<file path="src/rtl/preamble_gate_pkg.sv">
// preamble_gate_pkg: shared types and helpers for the preamble burst gate.
// Latency: n/a (types, constants and a pure function only).
// Backpressure: n/a.
// Contents: state_t gate states, STAT_WIDTH statistics width, sat_inc saturating increment.
package preamble_gate_pkg;

  localparam int STAT_WIDTH = 48;

  typedef enum logic [1:0] {
    S_IDLE    = 2'd0,
    S_ARMED   = 2'd1,
    S_BURST   = 2'd2,
    S_HOLDOFF = 2'd3
  } state_t;

  // Increment that sticks at all-ones instead of wrapping.
  function automatic logic [STAT_WIDTH-1:0] sat_inc(input logic [STAT_WIDTH-1:0] value);
    return (&value) ? value : value + {{(STAT_WIDTH-1){1'b0}}, 1'b1};
  endfunction

endpackage

</file>
<file path="src/rtl/sat_counter48.sv">
// sat_counter48: 48-bit statistics counter, increments on inc, saturates at all-ones.
// Latency: count reflects an increment one cycle after inc is high.
// Backpressure: none; inc is sampled every cycle.
// Ports: clk, reset (sync, active-high), inc (count this cycle), count (current value).
module sat_counter48
  import preamble_gate_pkg::*;
(
  input  logic                  clk,
  input  logic                  reset,
  input  logic                  inc,
  output logic [STAT_WIDTH-1:0] count
);

  always_ff @(posedge clk) begin
    if (reset) begin
      count <= '0;
    end else if (inc) begin
      count <= sat_inc(count);
    end
  end

endmodule

</file>
<file path="src/rtl/preamble_burst_gate.sv">
// preamble_burst_gate: drops samples until a detection (i_tlast) is seen while armed, then
//   forwards exactly burst_len samples with o_tlast on the last one; keeps burst/reject statistics.
// Latency: 0 cycles; the burst path is a combinational pass-through.
// Backpressure: in a burst i_tready follows o_tready; outside a burst input is always accepted and dropped.
// Build option: define PREAMBLE_GATE_HOLDOFF_EN to drop HOLDOFF input beats after each burst before re-arming.
// Ports: clk, reset (sync, active-high), enable (arm), burst_len (latched on detection),
//   i_tdata/i_tlast/i_tvalid/i_tready (detector stream, tlast = detection marker),
//   o_tdata/o_tlast/o_tvalid/o_tready (gated burst), active (in burst),
//   burst_count (bursts started), reject_count (detections ignored).
module preamble_burst_gate
  import preamble_gate_pkg::*;
#(
  parameter int          WIDTH     = 32,
  parameter int          LEN_WIDTH = 16,
  parameter int unsigned HOLDOFF   = 64
) (
  input  logic                  clk,
  input  logic                  reset,
  input  logic                  enable,
  input  logic [LEN_WIDTH-1:0]  burst_len,
  input  logic [WIDTH-1:0]      i_tdata,
  input  logic                  i_tlast,
  input  logic                  i_tvalid,
  output logic                  i_tready,
  output logic [WIDTH-1:0]      o_tdata,
  output logic                  o_tlast,
  output logic                  o_tvalid,
  input  logic                  o_tready,
  output logic                  active,
  output logic [STAT_WIDTH-1:0] burst_count,
  output logic [STAT_WIDTH-1:0] reject_count
);

`ifdef PREAMBLE_GATE_HOLDOFF_EN
  localparam bit HOLD_ON = (HOLDOFF != 0);
`else
  // Holdoff compiled out: both builds share one parameter list, HOLDOFF has no effect here.
  localparam bit HOLD_ON = (HOLDOFF != 0) && 1'b0;
`endif

  state_t               state, state_nxt;
  logic [LEN_WIDTH-1:0] remaining, remaining_nxt;
  logic                 in_burst;
  logic                 beat;
  logic                 detect;
  logic                 last_beat;
  logic                 inc_burst;
  logic                 inc_reject;
`ifdef PREAMBLE_GATE_HOLDOFF_EN
  logic [31:0]          hold_cnt;
`endif

  // Output mux: pass-through in a burst, otherwise swallow everything.
  assign in_burst  = (state == S_BURST);
  assign i_tready  = in_burst ? o_tready : 1'b1;
  assign o_tvalid  = in_burst & i_tvalid;
  assign o_tdata   = i_tdata;
  assign o_tlast   = in_burst && (remaining == LEN_WIDTH'(1));
  assign active    = in_burst;

  assign beat      = i_tvalid & i_tready;
  assign detect    = beat & i_tlast;
  assign last_beat = beat && (remaining == LEN_WIDTH'(1));

  always_ff @(posedge clk) begin
    if (reset) begin
      state     <= S_IDLE;
      remaining <= '0;
    end else begin
      state     <= state_nxt;
      remaining <= remaining_nxt;
    end
  end

`ifdef PREAMBLE_GATE_HOLDOFF_EN
  // Reloaded throughout the burst so it holds the full window on entry to S_HOLDOFF.
  always_ff @(posedge clk) begin
    if (reset) begin
      hold_cnt <= '0;
    end else if (in_burst) begin
      hold_cnt <= HOLDOFF;
    end else if ((state == S_HOLDOFF) && beat) begin
      hold_cnt <= hold_cnt - 32'd1;
    end
  end
`endif

  always_comb begin
    state_nxt     = state;
    remaining_nxt = remaining;
    inc_burst     = 1'b0;
    inc_reject    = 1'b0;
    case (state)
      S_IDLE: begin
        inc_reject = detect;
        if (enable) state_nxt = S_ARMED;
      end
      S_ARMED: begin
        if (!enable) begin
          inc_reject = detect;
          state_nxt  = S_IDLE;
        end else if (detect) begin
          // The detection beat itself is dropped; the burst begins on the next sample.
          if (burst_len != '0) begin
            remaining_nxt = burst_len;
            inc_burst     = 1'b1;
            state_nxt     = S_BURST;
          end else begin
            inc_reject = 1'b1;
          end
        end
      end
      S_BURST: begin
        if (beat) begin
          // A detection inside a burst is forwarded as data but never starts another burst.
          inc_reject    = i_tlast;
          remaining_nxt = remaining - LEN_WIDTH'(1);
        end
        if (last_beat) begin
          if (HOLD_ON) state_nxt = S_HOLDOFF;
          else         state_nxt = enable ? S_ARMED : S_IDLE;
        end
      end
`ifdef PREAMBLE_GATE_HOLDOFF_EN
      S_HOLDOFF: begin
        if (beat) begin
          inc_reject = i_tlast;
          if (hold_cnt == 32'd1) state_nxt = enable ? S_ARMED : S_IDLE;
        end
      end
`endif
      default: state_nxt = S_IDLE;
    endcase
  end

  sat_counter48 u_burst_count (
    .clk   (clk),
    .reset (reset),
    .inc   (inc_burst),
    .count (burst_count)
  );

  sat_counter48 u_reject_count (
    .clk   (clk),
    .reset (reset),
    .inc   (inc_reject),
    .count (reject_count)
  );

endmodule

</file>
<file path="config.mk">
export PLATFORM = sky130hd
export DESIGN_NAME = preamble_burst_gate
export DESIGN_NICKNAME = d
export VERILOG_FILES = /design/src/rtl/preamble_gate_pkg.sv /design/src/rtl/sat_counter48.sv /design/src/rtl/preamble_burst_gate.sv
export SDC_FILE = /design/constraint.sdc
export NUM_CORES = 1
export LEC_CHECK = 0
export BUFFER_PORTS_ARGS = -buffer_cell sky130_fd_sc_hd__buf_4
export CAP_MARGIN = 20
export CORE_MARGIN = 2
export CORE_UTILIZATION = 28
export CTS_CLUSTER_DIAMETER = 40
export DETAILED_ROUTE_END_ITERATION = 8
export PLACE_DENSITY = 0.53
export SKIP_CTS_REPAIR_TIMING = 1
export SLEW_MARGIN = 20
export SYNTH_ARGS = -nofsm -noshare
export SYNTH_HDL_FRONTEND = slang
export SYNTH_SLANG_ARGS = --single-unit
</file>
<file path="constraint.sdc">
create_clock -name clk -period 2.85 [get_ports clk]
set_input_delay 0.1425 -clock clk [delete_from_list [all_inputs] [get_ports clk]]
set_output_delay 0.1425 -clock clk [all_outputs]
set_load 0.005 [all_outputs]
</file>
==> results.yml <==
worst_setup_path:
  cp_cell_sequence: "and4_1 -> and4_1 -> nand2_1 -> or3_1 -> or4_1 -> a21oi_1"
  setup.worst_path.start: "u_reject_count.count[9]"
  cp.buffers_inverters: 0
  crit_end: "u_reject_count.count[45]"
  worstSetupEndpointType: "flip-flop"
  crit_type: "flip-flop to flip-flop"
  r2r_end: "u_reject_count.count[45]"
  cp_slowest_stage_delay_ns: 0.54
  slowest_stage: "or3_1"
  r2r-start: "u_reject_count.count[9]"
  startpoint_type: "flip-flop"
  cp_num_cells: 6
  r2r_slack_ns: 0.44
  cp_common_cell: "and4_1"
  cp.arrival_ns: 2.74
  cpLargestDelayFamily: "simple AND/OR/NAND/NOR gates"
  worstPathRequired_ns: 3.18
  r2r_cells: 6
  path_max_fanout: 7
die:
  pin_count: 186
  initial_core_util: 0.285
  die_area_sq_um: 23500
  core_sq_um: 21900
  die_w_microns: 153
  dieHeight_microns: 153
  num_rows: 54
sta:
  tightestPinTransition_ns: 1.00
  slew_headroom: 0.331
  rsz0062_at_grt: "false"
  setup_viol: 0
  holdWs_ns: 0.0498
  setup_tns_ns: 0
  drv_slew: 0
  period_share: 0.846
  fmax_ghz: 0.415
  hold_viol: 0
  clock_skew_ns: 0.0151
  post-route-min-period_ns: 2.41
power:
  internal_power_uw: 2890
  combinationalPowerShare: 0.042
  p_per_area_nw_per_um2: 489
  p_leak_uw: 0.00300
  pwr-share-clk: 0.541
  switchingPower_uw: 969
  total_power_uw: 3860
  irDropWorstVdd_uv: 304
  power.share.switching: 0.251
  p_seq_frac: 0.417
worst_hold_path:
  min_path_type: "input pin to flip-flop"
  worstHoldStart: "enable"
route:
  drc: 0
  vias_per_cell: 5.03
  dr.pass1.iters: 9
  wirelength_microns: 17800
  drt_iter0_drc: 275
  ant_nets: 0
  post_drt_wl_per_cell_microns: 15.4
  vias: 5810
placement:
  dp.cells: 1124
  place.port_buffers: 121
  gp_congestion: 0.815
  dpl.hpwl_microns: 12700
synthesis:
  synth_area_leader_cell: "dfxtp_1"
  syn_nets: 827
  yosysWarnings: 0
  synth_area_leaders: "dfxtp_1, xor2_1, nor2_1"
  synth.ff_latch_count: 114
  synth_edf_count: 0
  synthFlopType: "dfxtp_1"
  ys_async_sr_fraction: 0
  ys_seq_area_frac: 0.365
  synth_area_sq_um: 6250
  synth_top_area_frac: 0.365
  synth_cells: 769
  syn_avg_cell_area_sq_um: 8.13
  ys_types: 61
final_layout:
  antenna_cells: 0
  nets: 921
  area_growth_pct: 26.2
  filler_cell_count: 2308
  drive_gt1_frac: 0.229
  layout.cells.non_filler: 1156
  post-route-util: 0.360
clock_tree:
  clkSinkCount: 114
  clkLatencyLatePin_ns: 0.42
  clockBufferDepth: 2
  cts-root-buf: "clkbuf_16"
  path_clk_slew_ns: 0.06
  cts_htree_levels: 4
  tritoncts: "done"
  cts_made_buffers: 17
grt:
  grt_usage: 0.149
  grt_pass1_wl_microns: 28600
  grt_max_degree: 93
  grt_pass1_vias: 5402
  antenna_found_initial: 0
  grt_overflow: 0
job:
  cap_violations: 0
outcome:
  status: "finished, final reports clean"
## layout by cell type (no fill, tap or decap), types with 6 or more instances in the layout
cell type | synthesis | layout
and2_1 | 11 | 11
nand4_1 | 33 | 33
and3_1 | 17 | 17
and4_1 | 14 | 14
nand2_1 | 57 | 57
mux2_2 | 6 | 6
o21ai_0 | 31 | 31
nor3_1 | 23 | 23
nor2b_1 | 10 | 10
buf_4 | 32 | 145
xor2_1 | 47 | 47
o2111ai_1 | 7 | 7
dfxtp_1 | 114 | 114
nor4_1 | 16 | 16
or4_1 | 12 | 12
clkbuf_16 | 0 | 17
nand3_1 | 43 | 43
or3_1 | 14 | 14
a21oi_1 | 29 | 29
xnor2_1 | 17 | 17
o31ai_1 | 7 | 7
nor2_1 | 105 | 105
a22oi_1 | 8 | 8
inv_1 | 9 | 9
## stage by stage
step,setup slack (ns),area (sq um)
2_1_floorplan,0.646,6250
6_report,0.439,7890
5_1_grt,0.245,7890
3_3_place_gp,0.285,7310
3_5_place_dp,0.208,7310
4_1_cts,0.416,7890
## state kept, by name (all words and copies together) (netlist names)
signal / count
remaining: 16
state: 2
u_burst_count.count: 48
u_reject_count.count: 48
## how the worst min path moves through the flow
stage	endpoint	cells past startpoint	slack, ns
final	state[0]	2	0.05
after global routing	state[0]	2	0.04
after CTS	state[0]	2	0.02
after detailed placement	o_tdata[17]	0	0.29
after global placement	o_tdata[17]	0	0.29
after floorplan	u_burst_count.count[44]	2	0.31
## cell type report
class                   instances  area [sq um]  area share
clock buffers                  17           425      0.0540
clock inverters                15           150      0.0190
inverters                       9          33.8     0.00428
repair buffers                146          1110       0.141
multi-input cells             575          3530       0.448
well taps                     280           350      0.0444
flip-flops and latches        114          2280       0.289
## cell families (layout without fill, tap and decap cells)
| family | count (synthesis) | count (layout) | synth area share |
|---|---|---|---|
| AOI/OAI and AO/OA | 113 | 113 | 0.121 |
| adders and majority gates | 4 | 4 | 0.00801 |
| DFF | 114 | 114 | 0.365 |
| buffers and inverters | 80 | 187 | 0.0693 |
| muxes | 10 | 10 | 0.0178 |
| xor gates and xnor gates | 64 | 64 | 0.0897 |
| and+or+nand+nor | 384 | 384 | 0.329 |
## synth_stat cells (all sizes together) (4+ instances only)
master and n:
nor3b 5, o211ai 6, mux2 9, nor4b 5
and4 14, nand2b 5, nand2 57, nor2b 10
ha 4, and3 17, a22oi 8, inv 9
or4 14, o31ai 7, o2111ai 8, clkbuf 33
or3 14, buf 38, nand4 33, nor4 19
dfxtp 114, xor2 47, nor3 23, nor2 105
xnor2 17, o21ai 33, and2 11, o21a 4
a21oi 29, nand3 43
## layer usage
layer | GRT usage | vias up | wire [microns]
met5 | 0 | - | 0
met4 | 0.0516 | 0 | 266
met3 | 0.0326 | 18 | 860
met2 | 0.229 | 124 | 7990
met1 | 0.205 | 2739 | 8700
li1 | - | 2929 | -
## power by group through the flow
stage / Combinational, uW / Sequential (uW) / Clock (uW)
final: 161 / 1610 / 2090
after global routing: 178 / 1610 / 2230
after global placement: 161 / 1640 / 0
after CTS: 162 / 1610 / 2150
after detailed placement: 161 / 1640 / 0
after floorplan: 130 / 1640 / 0
No activity file was read; power rests on OpenSTA's default activity.
